`config.mk`:
```
export PLATFORM = sky130hd
export DESIGN_NAME = conversion_sequencer_flat
export DESIGN_NICKNAME = d
export VERILOG_FILES = /design/src/rtl/voltmeter_pkg.sv /design/src/rtl/conversion_sequencer_if.sv /design/src/rtl/phase_counter.sv /design/src/rtl/conversion_sequencer.sv /design/src/flat_wrapper.sv
export SDC_FILE = /design/constraint.sdc
export NUM_CORES = 1
export LEC_CHECK = 0
export ABC_AREA = 1
export ABC_CLOCK_PERIOD_IN_PS = 4080
export CAP_MARGIN = 20
export CORE_UTILIZATION = 31
export CTS_CLUSTER_SIZE = 14
export DETAILED_ROUTE_END_ITERATION = 7
export GPL_ROUTABILITY_DRIVEN = 0
export PLACE_DENSITY = 0.51
export SKIP_LAST_GASP = 1
export SYNTH_ARGS = -nofsm -noshare
export SYNTH_HDL_FRONTEND = slang
export SYNTH_HIERARCHICAL = 1
export SYNTH_SLANG_ARGS = --single-unit
```
`constraint.sdc`:
```
create_clock -name clk_i -period 4.08 [get_ports clk_i]
set_input_delay 0.612 -clock clk_i [delete_from_list [all_inputs] [get_ports clk_i]]
set_output_delay 0.612 -clock clk_i [all_outputs]
set_load 0.01 [all_outputs]
```
`src/rtl/voltmeter_pkg.sv`:
```
// Shared definitions for the dual-slope conversion sequencer: state encodings,
// AFE phase select codes and the result width.
package voltmeter_pkg;

    localparam int unsigned RESULT_W = 12;

    typedef enum logic [2:0] {
        StIdle      = 3'd0,
        StAutozero  = 3'd1,
        StIntegrate = 3'd2,
        StDeint     = 3'd3,
        StDone      = 3'd4
    } state_e;

    localparam logic [1:0] AFE_AZ    = 2'b00;
    localparam logic [1:0] AFE_INT   = 2'b01;
    localparam logic [1:0] AFE_DEINT = 2'b10;

endpackage

```
`src/rtl/conversion_sequencer_if.sv`:
```
// Control/status bundle between the conversion sequencer and its AFE/consumer.
interface conversion_sequencer_if;
    import voltmeter_pkg::*;

    logic                start_i;
    logic                abort_i;
    logic                comp_i;
    logic                analog_ready_i;
    logic                result_ack_i;
    logic [1:0]          afe_sel_o;
    logic                ref_sign_o;
    logic                afe_reset_o;
    logic                busy_o;
    logic                result_valid_o;
    logic [RESULT_W-1:0] result_o;
    logic                result_sign_o;
    logic                range_error_o;
    logic [2:0]          state_o;

    modport slave (
        input  start_i, abort_i, comp_i, analog_ready_i, result_ack_i,
        output afe_sel_o, ref_sign_o, afe_reset_o, busy_o, result_valid_o,
        output result_o, result_sign_o, range_error_o, state_o
    );

    modport master (
        output start_i, abort_i, comp_i, analog_ready_i, result_ack_i,
        input  afe_sel_o, ref_sign_o, afe_reset_o, busy_o, result_valid_o,
        input  result_o, result_sign_o, range_error_o, state_o
    );

endinterface

```
`src/rtl/phase_counter.sv`:
```
// Clearable up-counter that saturates at all-ones instead of wrapping.
module phase_counter
    import voltmeter_pkg::*;
#(
    parameter int unsigned Width = RESULT_W
) (
    input  logic             clk_i,
    input  logic             rst_n_i,
    input  logic             clr_i,
    input  logic             en_i,
    output logic [Width-1:0] count_o
);

    logic [Width-1:0] cnt_q, cnt_d;

    always_comb begin
        cnt_d = cnt_q;
        if (clr_i) begin
            cnt_d = '0;
        end else if (en_i && (cnt_q != '1)) begin
            cnt_d = cnt_q + 1'b1;
        end
    end

    always_ff @(posedge clk_i or negedge rst_n_i) begin
        if (!rst_n_i) begin
            cnt_q <= '0;
        end else begin
            cnt_q <= cnt_d;
        end
    end

    assign count_o = cnt_q;

endmodule

```
`src/rtl/conversion_sequencer.sv`:
```
// Dual-slope ADC sequencer: auto-zero, fixed integrate, timed de-integrate against the
// reference until the comparator crosses or the count limit is hit.
module conversion_sequencer
    import voltmeter_pkg::*;
#(
    parameter int unsigned SETTLE_CYCLES = 16,
    parameter int unsigned INT_CYCLES    = 1000,
    parameter int unsigned MAX_DEINT     = 4095
) (
    input logic                   clk_i,
    input logic                   rst_n_i,
    conversion_sequencer_if.slave bus
);

    localparam logic [RESULT_W-1:0] SettleLast = RESULT_W'(SETTLE_CYCLES - 1);
    localparam logic [RESULT_W-1:0] IntLast    = RESULT_W'(INT_CYCLES - 1);
    localparam logic [RESULT_W-1:0] DeintMax   = RESULT_W'(MAX_DEINT);

    state_e              state_q, state_d;
    logic [RESULT_W-1:0] cnt;
    logic                cnt_clr, cnt_en, crossed;
    logic                sign_q;
    logic [RESULT_W-1:0] result_q;
    logic                range_err_q;

    assign crossed = (bus.comp_i != sign_q);

    always_comb begin
        state_d = state_q;
        unique case (state_q)
            StIdle:      if (bus.start_i) state_d = StAutozero;
            StAutozero:  if ((cnt >= SettleLast) && bus.analog_ready_i) state_d = StIntegrate;
            StIntegrate: if (cnt == IntLast) state_d = StDeint;
            StDeint:     if (crossed || (cnt >= DeintMax)) state_d = StDone;
            StDone:      if (bus.result_ack_i) state_d = StIdle;
            default:     state_d = StIdle;
        endcase
        if (bus.abort_i) state_d = StIdle;
    end

    // Every transition restarts the shared phase count at zero.
    assign cnt_clr = (state_d != state_q);
    assign cnt_en  = (state_q != StIdle) && (state_q != StDone);

    phase_counter #(
        .Width (RESULT_W)
    ) u_phase_counter (
        .clk_i   (clk_i),
        .rst_n_i (rst_n_i),
        .clr_i   (cnt_clr),
        .en_i    (cnt_en),
        .count_o (cnt)
    );

    always_ff @(posedge clk_i or negedge rst_n_i) begin
        if (!rst_n_i) begin
            state_q     <= StIdle;
            sign_q      <= 1'b0;
            result_q    <= '0;
            range_err_q <= 1'b0;
        end else begin
            state_q <= state_d;
            if ((state_q == StIntegrate) && (state_d == StDeint)) begin
                sign_q <= bus.comp_i;
            end
            // A crossing on the limit cycle wins over the range error.
            if ((state_q == StDeint) && (state_d == StDone)) begin
                result_q    <= crossed ? cnt : DeintMax;
                range_err_q <= !crossed;
            end
        end
    end

    always_comb begin
        bus.afe_sel_o   = AFE_AZ;
        bus.afe_reset_o = 1'b1;
        unique case (state_q)
            StIntegrate: begin
                bus.afe_sel_o   = AFE_INT;
                bus.afe_reset_o = 1'b0;
            end
            StDeint: begin
                bus.afe_sel_o   = AFE_DEINT;
                bus.afe_reset_o = 1'b0;
            end
            default: ;
        endcase
    end

    assign bus.busy_o         = (state_q != StIdle);
    assign bus.result_valid_o = (state_q == StDone);
    assign bus.state_o        = state_q;
    assign bus.ref_sign_o     = sign_q;
    assign bus.result_sign_o  = sign_q;
    assign bus.result_o       = result_q;
    assign bus.range_error_o  = range_err_q;

endmodule

```
`src/flat_wrapper.sv`:
```
// flat-port wrapper written by rule: the top's interface ports become plain ports
module conversion_sequencer_flat import voltmeter_pkg::*;
#(
    parameter int unsigned SETTLE_CYCLES = 16,
    parameter int unsigned INT_CYCLES    = 1000,
    parameter int unsigned MAX_DEINT     = 4095
)
  (clk_i, rst_n_i, bus_start_i, bus_abort_i, bus_comp_i, bus_analog_ready_i, bus_result_ack_i, bus_afe_sel_o, bus_ref_sign_o, bus_afe_reset_o, bus_busy_o, bus_result_valid_o, bus_result_o, bus_result_sign_o, bus_range_error_o, bus_state_o);
  conversion_sequencer_if bus_i ();
  input logic clk_i;
  input logic rst_n_i;
  input wire logic [$bits(bus_i.start_i)-1:0] bus_start_i;
  input wire logic [$bits(bus_i.abort_i)-1:0] bus_abort_i;
  input wire logic [$bits(bus_i.comp_i)-1:0] bus_comp_i;
  input wire logic [$bits(bus_i.analog_ready_i)-1:0] bus_analog_ready_i;
  input wire logic [$bits(bus_i.result_ack_i)-1:0] bus_result_ack_i;
  output wire logic [$bits(bus_i.afe_sel_o)-1:0] bus_afe_sel_o;
  output wire logic [$bits(bus_i.ref_sign_o)-1:0] bus_ref_sign_o;
  output wire logic [$bits(bus_i.afe_reset_o)-1:0] bus_afe_reset_o;
  output wire logic [$bits(bus_i.busy_o)-1:0] bus_busy_o;
  output wire logic [$bits(bus_i.result_valid_o)-1:0] bus_result_valid_o;
  output wire logic [$bits(bus_i.result_o)-1:0] bus_result_o;
  output wire logic [$bits(bus_i.result_sign_o)-1:0] bus_result_sign_o;
  output wire logic [$bits(bus_i.range_error_o)-1:0] bus_range_error_o;
  output wire logic [$bits(bus_i.state_o)-1:0] bus_state_o;
  assign bus_i.start_i = bus_start_i;
  assign bus_i.abort_i = bus_abort_i;
  assign bus_i.comp_i = bus_comp_i;
  assign bus_i.analog_ready_i = bus_analog_ready_i;
  assign bus_i.result_ack_i = bus_result_ack_i;
  assign bus_afe_sel_o = bus_i.afe_sel_o;
  assign bus_ref_sign_o = bus_i.ref_sign_o;
  assign bus_afe_reset_o = bus_i.afe_reset_o;
  assign bus_busy_o = bus_i.busy_o;
  assign bus_result_valid_o = bus_i.result_valid_o;
  assign bus_result_o = bus_i.result_o;
  assign bus_result_sign_o = bus_i.result_sign_o;
  assign bus_range_error_o = bus_i.range_error_o;
  assign bus_state_o = bus_i.state_o;
  conversion_sequencer #(.SETTLE_CYCLES(SETTLE_CYCLES), .INT_CYCLES(INT_CYCLES), .MAX_DEINT(MAX_DEINT)) u_core (.clk_i(clk_i), .rst_n_i(rst_n_i), .bus(bus_i));
endmodule
```
==> results_dict.tcl <==
set metrics [dict create \
    p_leak_uw 0.00107 \
    design_area_um2 2250 \
    via_per_inst 4.50 \
    finalCritPeriodShare_pct 66.9 \
    initial_utilization_pct 32.5 \
    fp.dieH_um 78.5 \
    grt_overflow_total 0 \
    seq_area_frac_synth_pct 40.0 \
    cts_max_level 2 \
    syn_area_per_cell_um2 7.17 \
    drv_slew 0 \
    firstDrtPassIters 6 \
    yosys_warnings 6 \
    finalHoldViolCount 0 \
    final-setup-viol-count 0 \
    drc 0 \
    worstSetupPathType "input port to flip-flop" \
    core_area_um2 5570 \
    met3_usage_pct 3.60 \
    drt_iter0_drc 157 \
    status "finished clean" \
    antenna_cells 0 \
    synth_area_um2 1810 \
    final_util_pct 40.4 \
    antenna_found_initial 0 \
    hpwl_mm 3.16 \
    wl_per_cell_um 12.0 \
    ys_ff_latch 29 \
    gr-usage-met2_pct 23.3 \
    cts_sinks 29 \
    tightest_slew_ns 0.625 \
    reg2reg_slack_ns 1.70 \
    row_count 27 \
    cts.clk_slew.worst_paths_ns 0.06 \
    drive_gt1_share_pct 15.0 \
    worst_slew_margin_rel_pct 58.1 \
    post_cts_buffers 0 \
    dieArea_um2 6160 \
    top_usage_layer "met2" \
    grt_pass1_wl_mm 7.46 \
    netlist_instances 253 \
    clk_path_buf_depth 2 \
    worstSetupStartpoint "bus_comp_i" \
    critPathSlowestCell "xnor2_2" \
    max_freq_mhz 366 \
    tns_ns 0 \
    grt_usage_pct 15.7 \
    min_period_ns 2.73 \
    hold_path.class "flip-flop to flip-flop" \
    maxCapViolCount 0 \
    syn_nets 261 \
    crit_path_end_kind "flip-flop" \
    cts_hold_repair.buffers 0 \
    final_nets 294 \
    worstPathRequired_ns 4.29 \
    cts_resized 0 \
    pin_count 30 \
    ir_drop_v 0.000133 \
    cts-root-buf "clkbuf_8" \
    area_delta_synth_final_pct 24.3 \
    cts_tree "done" \
    path_cells "clkdlybuf4s50_1 > xnor2_2 > nand2_1 > nand2_1 > nand2_2 > nand3_4 > nand2_1 > inv_1 > nand3_2 > inv_2 > nand2_4 > clkinv_4 > nand2_1 > nand2_1" \
    synth.area.top_cells "dfrtp_1 40%, nand2_1 16%, nor2_1 8.3%, inv_1 5.8%, o21ai_2 5.8%" \
    cts_buffers 5 \
    crit_end "u_core/u_phase_counter/count_o[9]" \
    synth_top_area_cell "dfrtp_1" \
    clk_latency_ns 0.27 \
    powerDensity_nw_per_um2 278 \
    hp-start "u_core/bus.result_o[8]" \
    vias 1611 \
    port-buffer-count 29 \
    rsz0062_at_grt "false" \
    regToRegStartpoint "u_core/bus.ref_sign_o" \
    cpPeakStageDelay_ns 0.52 \
    worst_setup_path_start_kind "input port" \
    grt_util_met1_pct 22.5 \
    first_global_vias 1495 \
    path_common_cell "nand2_1" \
    worstPathArrival_ns 2.94 \
    synth_top_area_share_pct 40.0 \
    placed_cell_area_um2 2170 \
    fin_skew_ns 0.00770 \
    path_max_fanout 26 \
    r2r_end "u_core/u_phase_counter/count_o[9]" \
    synth.distinct_cells 25 \
    worstRegToRegCells 13 \
    fp.dieW_um 78.5 \
    routed_wl_mm 4.29 \
    grt_max_degree 30 \
    ant_nets 0 \
]
area by class of cell:
type	instances	area, um^2
inverters	32	125
well taps	72	90.1
repair buffers	30	298
clock buffers	7	86.3
fillers	597	3320
flip-flops and latches	29	726
multi-input cells	188	928
through the flow:
stage                     instances  setup slack, ns  total power, uW  hold slack [ns]
after floorplan                 253             2.17              364            0.316
after global placement          351             1.11              401            0.472
after detailed placement        351             1.08              401            0.471
after CTS                       358             1.36              639            0.487
after global routing            358             1.03              669            0.501
final                           358             1.35              626            0.480
cells by family after synthesis:
family	share of synthesized area, %
AND/OR/NAND/NOR	41.5
AO/OA/AOI/OAI	6.62
flip-flops	40.0
XOR/XNOR	2.35
buffers and inverters	8.76
adder cells (fa/ha/maj)	0.690
worst max-delay path, delay by kind of cell:
kind | cells | cell delay, ns
buffers and inverters | 4 | 0.81
xor gates and xnor gates | 1 | 0.52
and+or+nand+nor | 9 | 0.99
registers in the layout, indices dropped and copies added, names as in the netlist:
| signal | cells |
|---|---|
| u_core/bus.range_error_o | 1 |
| u_core/u_phase_counter/count_o | 12 |
| u_core/bus.state_o | 3 |
| u_core/bus.result_o | 12 |
| u_core/bus.ref_sign_o | 1 |
cells in the final DEF, fill, tap and decap left out, drive strengths merged:
master and n:
xor2 3, nand3 23, a21oi 1, clkbuf 7
xnor2 1, nor3 3, clkdlybuf4s50 29, nand4 6
dfrtp 29, buf 1, inv 30, nand2 91
clkinv 2, ha 1, o21ai 14, nor2 45
where the power goes:
part,switching (uW),total [uW],internal [uW]
clock,98.3,232,133
combinational,54.9,87.9,32.9
sequential,10.8,307,296
cells in the mapped netlist:
cell type	n
a21oi_1	1
buf_4	1
buf_6	2
clkbuf_1	1
clkinv_1	1
clkinv_4	1
dfrtp_1	29
ha_1	1
inv_1	28
inv_2	2
nand2_1	79
nand2_2	11
nand2_4	1
nand3_1	20
nand3_2	2
nand3_4	1
nand4_1	6
nor2_1	40
nor2_2	4
nor2_4	1
nor3_1	3
o21ai_1	2
o21ai_2	12
xnor2_2	1
xor2_1	3
worst min path at each step:
| stage | endpoint | slack (ns) | depth (start not counted) |
|---|---|---|---|
| after floorplan | u_core/bus.range_error_o | 0.32 | 0 |
| after global placement | u_core/bus.result_o[7] | 0.47 | 2 |
| after detailed placement | u_core/bus.result_o[11] | 0.47 | 2 |
| after CTS | u_core/bus.result_o[11] | 0.49 | 2 |
| after global routing | u_core/bus.result_o[8] | 0.50 | 2 |
| final | u_core/bus.result_o[8] | 0.48 | 2 |
metal layers:
metal,routed length (um),up-vias
li1,-,851
met1,2080,719
met2,2000,39
met3,191,2
met4,24,0
met5,0,-
(Power assumes the default switching activity.)
